<file path="src/rtl/alu_pkg.sv">
// ============================================================================
// Package : alu_pkg
// Shared opcode constants, writeback class encoding and writeback FSM states.
// Revision: 1.0 - initial release
// ============================================================================
`default_nettype none

package alu_pkg;

    // Opcodes shared with the ALU.
    localparam logic [4:0] OP_LOAD  = 5'b00000;
    localparam logic [4:0] OP_STORE = 5'b00010;
    localparam logic [4:0] OP_ADD   = 5'b00011;
    localparam logic [4:0] OP_MUL   = 5'b01111;
    localparam logic [4:0] OP_DIV   = 5'b10000;

    // Destination class of a buffered result.
    typedef enum logic [1:0] {
        CL_RF   = 2'd0,
        CL_MAR  = 2'd1,
        CL_PAIR = 2'd2,
        CL_DROP = 2'd3
    } wb_class_e;

    // Writeback sequencer states.
    typedef enum logic [2:0] {
        ST_IDLE   = 3'd0,
        ST_WR_RF  = 3'd1,
        ST_WR_MAR = 3'd2,
        ST_WR_LO  = 3'd3,
        ST_WR_HI  = 3'd4
    } wb_state_e;

    // Map an opcode to the sink that receives its result.
    function automatic wb_class_e wb_classify(input logic [4:0] op);
        wb_class_e cls;
        cls = CL_DROP;
        if (op == OP_MUL || op == OP_DIV) begin
            cls = CL_PAIR;
        end else if (op == OP_LOAD || op == OP_STORE) begin
            cls = CL_MAR;
        end else if (op == 5'b00001 || (op >= 5'b00011 && op <= 5'b01110) ||
                     op == 5'b10001 || op == 5'b10010) begin
            cls = CL_RF;
        end
        return cls;
    endfunction

endpackage

`default_nettype wire

</file>
<file path="src/rtl/wb_fifo.sv">
// ============================================================================
// Module  : wb_fifo
// Small synchronous FIFO with registered full/empty status and async clear.
// Revision: 1.0 - initial release
// ============================================================================
`default_nettype none

module wb_fifo #(
    parameter int DEPTH = 2,
    parameter int WIDTH = 73
) (
    input  logic             clk,
    input  logic             clr,
    input  logic             push,
    input  logic             pop,
    input  logic [WIDTH-1:0] wdata,
    output logic [WIDTH-1:0] rdata,
    output logic             full,
    output logic             empty
);

    localparam int PTR_W = (DEPTH > 1) ? $clog2(DEPTH) : 1;
    localparam int CNT_W = PTR_W + 1;

    logic [WIDTH-1:0] mem_q [DEPTH];
    logic [PTR_W-1:0] wr_ptr_q, rd_ptr_q;
    logic [CNT_W-1:0] count_q;
    logic             do_push, do_pop;

    assign do_push = push && !full;
    assign do_pop  = pop && !empty;
    assign full    = (count_q == CNT_W'(DEPTH));
    assign empty   = (count_q == '0);
    assign rdata   = mem_q[rd_ptr_q];

    // Storage array; contents are don't-care until written.
    always_ff @(posedge clk) begin
        if (do_push) begin
            mem_q[wr_ptr_q] <= wdata;
        end
    end

    // Pointers wrap naturally because DEPTH is a power of two.
    always_ff @(posedge clk or negedge clr) begin
        if (!clr) begin
            wr_ptr_q <= '0;
            rd_ptr_q <= '0;
            count_q  <= '0;
        end else begin
            if (do_push) wr_ptr_q <= wr_ptr_q + PTR_W'(1);
            if (do_pop)  rd_ptr_q <= rd_ptr_q + PTR_W'(1);
            if (do_push && !do_pop)      count_q <= count_q + CNT_W'(1);
            else if (do_pop && !do_push) count_q <= count_q - CNT_W'(1);
        end
    end

endmodule

`default_nettype wire

</file>
<file path="src/rtl/alu_writeback.sv">
// ============================================================================
// Module  : alu_writeback
// Buffers ALU results and steers them to RF, HI/LO or MAR over a granted bus.
// Optional: define ALU_WB_FWD_EN to add the fwd_* operand-forwarding outputs.
// Revision: 1.0 - initial release
// ============================================================================
`default_nettype none

module alu_writeback
    import alu_pkg::*;
#(
    parameter int DATA_W = 32,
    parameter int REG_AW = 4,
    parameter int DEPTH  = 2
) (
    input  logic                clk,
    input  logic                clr,
    input  logic                in_valid,
    output logic                in_ready,
    input  logic [2*DATA_W-1:0] in_z,
    input  logic [4:0]          in_opcode,
    input  logic [REG_AW-1:0]   in_rd,
    input  logic                bus_grant,
    output logic                rf_we,
    output logic [REG_AW-1:0]   rf_waddr,
    output logic                lo_we,
    output logic                hi_we,
    output logic                mar_we,
    output logic [DATA_W-1:0]   wdata,
    output logic                busy
`ifdef ALU_WB_FWD_EN
    ,
    output logic                fwd_valid,
    output logic [REG_AW-1:0]   fwd_addr,
    output logic [DATA_W-1:0]   fwd_data
`endif
);

    localparam int ENTRY_W = 2*DATA_W + 5 + REG_AW;

    logic [ENTRY_W-1:0]  head;
    logic                full, empty, push, pop;
    logic [2*DATA_W-1:0] head_z;
    logic [4:0]          head_op;
    logic [REG_AW-1:0]   head_rd;
    wb_class_e           head_cls;
    wb_state_e           state_q, state_d;

    // Ready depends only on registered FIFO state, forced low during reset.
    assign in_ready = !full && clr;
    assign push     = in_valid && in_ready;

    wb_fifo #(
        .DEPTH (DEPTH),
        .WIDTH (ENTRY_W)
    ) u_fifo (
        .clk   (clk),
        .clr   (clr),
        .push  (push),
        .pop   (pop),
        .wdata ({in_z, in_opcode, in_rd}),
        .rdata (head),
        .full  (full),
        .empty (empty)
    );

    assign head_z   = head[ENTRY_W-1 -: 2*DATA_W];
    assign head_op  = head[REG_AW +: 5];
    assign head_rd  = head[REG_AW-1:0];
    assign head_cls = wb_classify(head_op);
    assign busy     = !empty || (state_q != ST_IDLE);

    // Sequencer state register.
    always_ff @(posedge clk or negedge clr) begin
        if (!clr) state_q <= ST_IDLE;
        else      state_q <= state_d;
    end

    // Next state, pop and Moore strobes; the head is popped on its final beat.
    always_comb begin
        state_d  = state_q;
        pop      = 1'b0;
        rf_we    = 1'b0;
        lo_we    = 1'b0;
        hi_we    = 1'b0;
        mar_we   = 1'b0;
        rf_waddr = '0;
        wdata    = '0;
        case (state_q)
            ST_IDLE: begin
                if (!empty) begin
                    case (head_cls)
                        CL_RF:   state_d = ST_WR_RF;
                        CL_MAR:  state_d = ST_WR_MAR;
                        CL_PAIR: state_d = ST_WR_LO;
                        default: pop     = 1'b1;
                    endcase
                end
            end
            ST_WR_RF: begin
                rf_we    = 1'b1;
                rf_waddr = head_rd;
                wdata    = head_z[DATA_W-1:0];
                if (bus_grant) begin
                    pop     = 1'b1;
                    state_d = ST_IDLE;
                end
            end
            ST_WR_MAR: begin
                mar_we = 1'b1;
                wdata  = head_z[DATA_W-1:0];
                if (bus_grant) begin
                    pop     = 1'b1;
                    state_d = ST_IDLE;
                end
            end
            ST_WR_LO: begin
                lo_we = 1'b1;
                wdata = head_z[DATA_W-1:0];
                if (bus_grant) state_d = ST_WR_HI;
            end
            ST_WR_HI: begin
                hi_we = 1'b1;
                wdata = head_z[2*DATA_W-1:DATA_W];
                if (bus_grant) begin
                    pop     = 1'b1;
                    state_d = ST_IDLE;
                end
            end
            default: state_d = ST_IDLE;
        endcase
    end

`ifdef ALU_WB_FWD_EN
    logic              fwd_valid_q;
    logic [REG_AW-1:0] fwd_addr_q;
    logic [DATA_W-1:0] fwd_data_q;

    // Capture each committed RF write for exactly one cycle.
    always_ff @(posedge clk or negedge clr) begin
        if (!clr) begin
            fwd_valid_q <= 1'b0;
            fwd_addr_q  <= '0;
            fwd_data_q  <= '0;
        end else if (rf_we && bus_grant) begin
            fwd_valid_q <= 1'b1;
            fwd_addr_q  <= rf_waddr;
            fwd_data_q  <= wdata;
        end else begin
            fwd_valid_q <= 1'b0;
            fwd_addr_q  <= '0;
            fwd_data_q  <= '0;
        end
    end

    assign fwd_valid = fwd_valid_q;
    assign fwd_addr  = fwd_addr_q;
    assign fwd_data  = fwd_data_q;
`endif

endmodule

`default_nettype wire
</file>
<file path="config.mk">
export PLATFORM = sky130hd
export DESIGN_NAME = alu_writeback
export DESIGN_NICKNAME = d
export VERILOG_FILES = /design/src/rtl/alu_pkg.sv /design/src/rtl/wb_fifo.sv /design/src/rtl/alu_writeback.sv
export SDC_FILE = /design/constraint.sdc
export NUM_CORES = 1
export LEC_CHECK = 0
export BUFFER_PORTS_ARGS = -buffer_cell sky130_fd_sc_hd__buf_4
export CAP_MARGIN = 20
export CORE_ASPECT_RATIO = 0.8
export CORE_MARGIN = 2
export CORE_UTILIZATION = 55
export CTS_CLUSTER_SIZE = 16
export DETAILED_ROUTE_END_ITERATION = 16
export PLACE_DENSITY = 0.8
export SYNTH_ARGS = -nofsm -noshare
export SYNTH_HDL_FRONTEND = slang
export SYNTH_SLANG_ARGS = --single-unit
</file>
<file path="constraint.sdc">
create_clock -name clk -period 5.8 [get_ports clk]
set_clock_uncertainty 0.2 [all_clocks]
set_input_delay 1.45 -clock clk [delete_from_list [all_inputs] [get_ports clk]]
set_output_delay 1.45 -clock clk [all_outputs]
set_load 0.005 [all_outputs]
</file>
==> results of run 1 <==
==> metal layers <==
metal  vias up  GRT usage, %
li1       1578             -
met1      1673          24.3
met5         -             0
met3        13          8.16
met4         0          6.71
met2        90          32.1
==> final timing paths <==
check | startpoint | to | cells past startpoint
min reg2reg | u_fifo.count_q[1] | u_fifo.count_q[1] | 1
max in group asynchronous | clr | u_fifo.rd_ptr_q | 1
max reg2reg | u_fifo.rd_ptr_q | u_fifo.count_q[1] | 11
min | u_fifo.count_q[1] | u_fifo.count_q[1] | 1
min in group asynchronous | clr | u_fifo.rd_ptr_q | 1
max | u_fifo.rd_ptr_q | wdata[5] | 4
==> power by group <==
| group | total [mW] | switching (mW) | internal [mW] |
|---|---|---|---|
| registers | 1.53 | 0.145 | 1.38 |
| logic | 0.935 | 0.447 | 0.488 |
| clock network | 0.992 | 0.410 | 0.582 |
==> sequential cells by signal (all words and copies together), names as in the netlist <==
| name | flops |
|---|---|
| u_fifo.mem_q | 146 |
| state_q | 3 |
| u_fifo.count_q | 2 |
| u_fifo.rd_ptr_q | 1 |
| u_fifo.wr_ptr_q | 1 |
==> through the flow <==
stage	worst slack [ns]	total power, mW
5_1_grt	1.51	3.61
3_5_place_dp	1.99	2.49
3_3_place_gp	2.06	2.47
4_1_cts	1.57	3.48
2_1_floorplan	0.130	2.10
6_report	1.64	3.45
==> kinds of logic after synthesis <==
kind of cell	share of synthesized area [%]
AOI/OAI and AO/OA	5.73
buffers and inverters	1.78
adders and majority gates	0.837
xor gates and xnor gates	0.879
and+or+nand+nor	2.43
DFF	76.3
muxes	12.1
==> area by class of cell <==
| cell class | count | area [µm²] | area share, % |
|---|---|---|---|
| Sequential cell | 153 | 4560 | 60.4 |
| Clock inverter | 13 | 104 | 1.37 |
| Timing Repair Buffer | 121 | 921 | 12.2 |
| Inverter | 7 | 26.3 | 0.348 |
| Tap cell | 144 | 180 | 2.39 |
| Clock buffer | 18 | 429 | 5.68 |
| Multi-Input combinational cell | 159 | 1330 | 17.6 |
==> worst register-to-register path, delay by kind of cell, from the launching register on <==
family	cells	cell delay [ns]
AOI/OAI and AO/OA	2	0.44
xor gates and xnor gates	2	0.29
adders and majority gates	2	0.39
buffers and inverters	1	0.54
DFF	1	0.97
muxes	1	0.48
and+or+nand+nor	3	0.34
==> placed cells by master, fill, tap and decap left out, types with 4 or more instances in the layout <==
master	Yosys	final
buf_4	1	120
clkbuf_16	0	17
clkinv_1	0	4
dfrtp_1	7	6
edfxtp_1	146	146
ha_1	4	4
inv_1	7	7
mux2i_1	70	70
nand2_1	5	5
nor2_1	10	9
o22ai_1	32	32
xnor2_1	4	4
==> flow_metrics.tcl, run 1 <==
set metrics [dict create \
    wl_met2_mm 5.61 \
    syn_nets 416 \
    crit_chain "buf_4 > mux2i_1 > o22ai_1 > buf_4" \
    crit_slowest_cell "dfrtp_4" \
    slowest_delay_ns 0.97 \
    synthTopCellsByArea "edfxtp_1 73%, mux2i_1 12%, o22ai_1 3.3%" \
    rsz0062_at_grt "false" \
    fillers 713 \
    peakVddDrop_uv 247 \
    cts_buffers 17 \
    synth_flop_cell "edfxtp_1" \
    cts_root_buf "clkbuf_16" \
    grt_pass1_vias 3397 \
    yosysTopAreaCellShare_pct 73.3 \
    cp-end-kind "output pin" \
    clk_latency_ns 0.41 \
    synth_warnings 0 \
    firstDrtPassIters 6 \
    start_util_pct 55.8 \
    post-route-util_pct 70.5 \
    drv_slew 0 \
    cp.required_ns 4.15 \
    worstSetupPathType "flip-flop to output pin" \
    yosys.area.top_type "edfxtp_1" \
    die-area_mm2 0.0117 \
    port-buffer-count 118 \
    wl_met3_um 786 \
    arrival_ns 2.51 \
    numPlacedInstances 584 \
    drt_iter0_drc 225 \
    syn_area_mm2 0.00598 \
    period_needed_ns 4.16 \
    synth_seq_cells 153 \
    startpoint_type "flip-flop" \
    cp_common_cell "buf_4" \
    synth_cell_types 38 \
    diodes 0 \
    wl_met1_mm 4.52 \
    drive_gt1_share_pct 34.2 \
    grt_max_degree 74 \
    hold_buffers 0 \
    synth_edf_count 146 \
    layout.cells.non_filler 615 \
    syn_to_final_growth_pct 26.3 \
    hold_viol 0 \
    status "completed" \
    synthCells 335 \
    grt.total_usage_pct 19.8 \
    grt_overflow 0 \
    design_area_mm2 0.00755 \
    num_vias 3354 \
    final_nets 540 \
    ys_async_sr_fraction_pct 4.58 \
    dpl_cell_area_mm2 0.00702 \
    wl_per_cell_um 18.0 \
    clk_pin_slew_worst_paths_ns 0.06 \
    cts_max_level 4 \
    power_density_mw_per_mm2 457 \
    hp-class "flip-flop to flip-flop" \
    yosysMostFrequentCell "edfxtp_1" \
    drc 0 \
    core_mm2 0.0107 \
    io_pins 119 \
    cp_num_buf_inv 2 \
    synth.avg_cell_area_um2 17.8 \
    cts_tree "yes" \
    die_h_um 97.3 \
    top_layer "met4" \
    ys_top_cells_by_count "146 x edfxtp_1, 70 x mux2i_1, 32 x o22ai_1" \
    die_w_um 121 \
    post_cts_buffers 0 \
    fin_crit_sh_pct 71.8 \
    seq_area_frac_synth_pct 76.3 \
    fmax_mhz 240 \
    timing.slew.headroom_pct 29.8 \
    postCtsResizedCells 0 \
    drt_wl_total_mm 11.1 \
    vias_per_cell 5.45 \
    antenna_found_initial 0 \
    critPathMaxFanout 51 \
    setup-violations-final 0 \
    leakage_nw 2.94 \
    rows 34 \
    cp_top_family "flip-flops" \
    routabilityCongestion 0.789 \
    ant_nets 0 \
    dp_hpwl_mm 6.99 \
    grt_pass1_wl_mm 17.1 \
    tightestPinTransition_ns 1.05 \
    clock-sinks 153 \
    clk_path_buf_depth 2 \
    r2r_setup_slack_ns 2.03 \
    fin_tns_setup_ns 0 \
    whs_ns 0.333 \
    cap_violations 0 \
]
Power figures use the tool's default switching activity.
==> inputs of run 2 (changes only) <==
Clock period 5.8 ns to 4.3 ns, I/O delays scaled along.
==> run 2 against run 1 <==
Utilization grew 0.46 points. Die area unchanged. First-iteration DRC count down 1.3%. Via count rose by 1.5%. Design area rose by 0.65%. Worst setup slack got worse by 0.93 ns. Register-to-register slack worse by 1.2 ns. Largest power group unchanged. Critical path depth did not move. Critical endpoint is now wdata[14]. Sequential share of layout area is 0.39 points lower. Combinational power increased by 41%.
==> flow_metrics.tcl, run 2 (synthesis gave the netlist of run 1 again) <==
set metrics [dict create \
    fin_crit_sh_pct 83.7 \
    syn_to_final_growth_pct 27.1 \
    cts_tree "yes" \
    cts_max_level 4 \
    grtUsageMet3_pct 7.57 \
    r2r_end "u_fifo.count_q[1]" \
    rsz0062_at_grt "false" \
    layout.cells.non_filler 617 \
    post-route-util_pct 70.9 \
    wl_per_cell_um 19.0 \
    core_mm2 0.0107 \
    critPathMaxFanout 35 \
    grt_pass1_wl_mm 18.0 \
    grt_max_degree 54 \
    leakage_nw 2.96 \
    hp-class "primary input to async pin" \
    clk_latency_ns 0.41 \
    drt_iter0_drc 222 \
    io_pins 119 \
    clk_path_buf_depth 2 \
    cts_root_buf "clkbuf_16" \
    diodes 0 \
    vias_per_cell 5.52 \
    cp-end-kind "output pin" \
    drc 0 \
    firstDrtPassIters 5 \
    cap_violations 0 \
    grt.total_usage_pct 20.5 \
    startpoint_type "flip-flop" \
    largest_reg_flops 146 \
    rows 34 \
    routabilityCongestion 0.759 \
    dpl_cell_area_mm2 0.00704 \
    design_area_mm2 0.00760 \
    met1_usage_pct 26.1 \
    drive_gt1_share_pct 34.5 \
    hold_viol 0 \
    numPlacedInstances 586 \
    power_density_mw_per_mm2 625 \
    fin_ws_ns 0.703 \
    arrival_ns 2.32 \
    final_nets 542 \
    status "completed" \
    num_vias 3403 \
    slowest_delay_ns 0.81 \
    tightestPinTransition_ns 0.951 \
    busiest_layer "met2" \
    max_flop_register "u_fifo.mem_q" \
    pre_cts_ws_ns 0.853 \
    final_cell_mix "146 x edfxtp_1, 122 x buf_4, 70 x mux2i_1" \
    dp_hpwl_mm 7.33 \
    peakVddDrop_uv 400 \
    setup-violations-final 0 \
    crit_chain "buf_4 > mux2i_1 > o22ai_1 > buf_4" \
    r2r-start "u_fifo.rd_ptr_q" \
    cts_buffers 17 \
    port-buffer-count 118 \
    worstSetupPathType "flip-flop to output pin" \
    clock-sinks 153 \
    fmax_mhz 278 \
    layout_commonest_cell "edfxtp_1" \
    grt_use_met2_pct 33.6 \
    antenna_found_initial 0 \
    die-area_mm2 0.0117 \
    clk_pin_slew_worst_paths_ns 0.06 \
    period_needed_ns 3.60 \
    cp.required_ns 3.02 \
    die_h_um 97.3 \
    fin_tns_setup_ns 0 \
    ant_nets 0 \
    start_util_pct 55.8 \
    cp_common_cell "buf_4" \
    hold_buffers 0 \
    post_cts_buffers 0 \
    postCtsResizedCells 0 \
    drt_wl_total_mm 11.7 \
    ff2ff_path_depth 10 \
    die_w_um 121 \
    drv_slew 0 \
    reg_top3 "u_fifo.mem_q x146, state_q x3, u_fifo.count_q x2" \
    r2r_setup_slack_ns 0.84 \
    grt_pass1_vias 3528 \
    grt_overflow 0 \
    crit_slowest_cell "dfrtp_4" \
    timing.slew.headroom_pct 36.4 \
]
run 2: cell types whose count changed in the layout (fill, tap and decap cells not counted), sizes merged:
cell and change:
clkinv -4, clkinvlp +2, clkbuf +1, bufinv +1
buf +2
run 2: critical path: cells and delay by family, from the launching register on:
kind / cells / cell delay, ns
multiplexers: 1 / 0.23
AO/OA/AOI/OAI: 1 / 0.13
buffers and inverters: 2 / 0.69
flip-flops: 1 / 0.81
run 2: stage by stage:
stage / hold WS [ns] / power, mW
floorplan: 0.272 / 2.83
global placement: 0.301 / 3.33
detailed placement: 0.303 / 3.38
CTS: 0.265 / 4.78
global route: 0.260 / 4.96
finish: 0.269 / 4.75
run 2: how the worst max path moves through the flow:
stage                    startpoint  cells after the start                  to
floorplan                       clr                      3  u_fifo.mem_q[0][0]
global placement    u_fifo.rd_ptr_q                     11   u_fifo.count_q[1]
detailed placement  u_fifo.rd_ptr_q                     11   u_fifo.count_q[1]
CTS                 u_fifo.rd_ptr_q                      4           wdata[12]
global route        u_fifo.rd_ptr_q                     11   u_fifo.count_q[1]
finish              u_fifo.rd_ptr_q                      4           wdata[14]
run 2: where the power goes:
group,switching (mW),leakage [nW],internal [mW]
sequential,0.162,1.42,1.86
clock,0.553,0.266,0.848
combinational,0.663,1.27,0.661
total,1.38,2.96,3.37
run 2: layout make-up:
cell class / instances / area [µm²]
Timing Repair Buffer: 123 / 936
Multi-Input combinational cell: 159 / 1340
Sequential cell: 153 / 4560
Fill cell: 692 / 3120
Tap cell: 144 / 180
Clock buffer: 19 / 433
Inverter: 7 / 26.3
Clock inverter: 12 / 126
run 2: per-layer routing:
metal  vias up  share of wire (%)
met1      1693                 41
li1       1576                  -
met5         -                  0
met3         2                8.1
met4         0               0.18
met2       132                 51
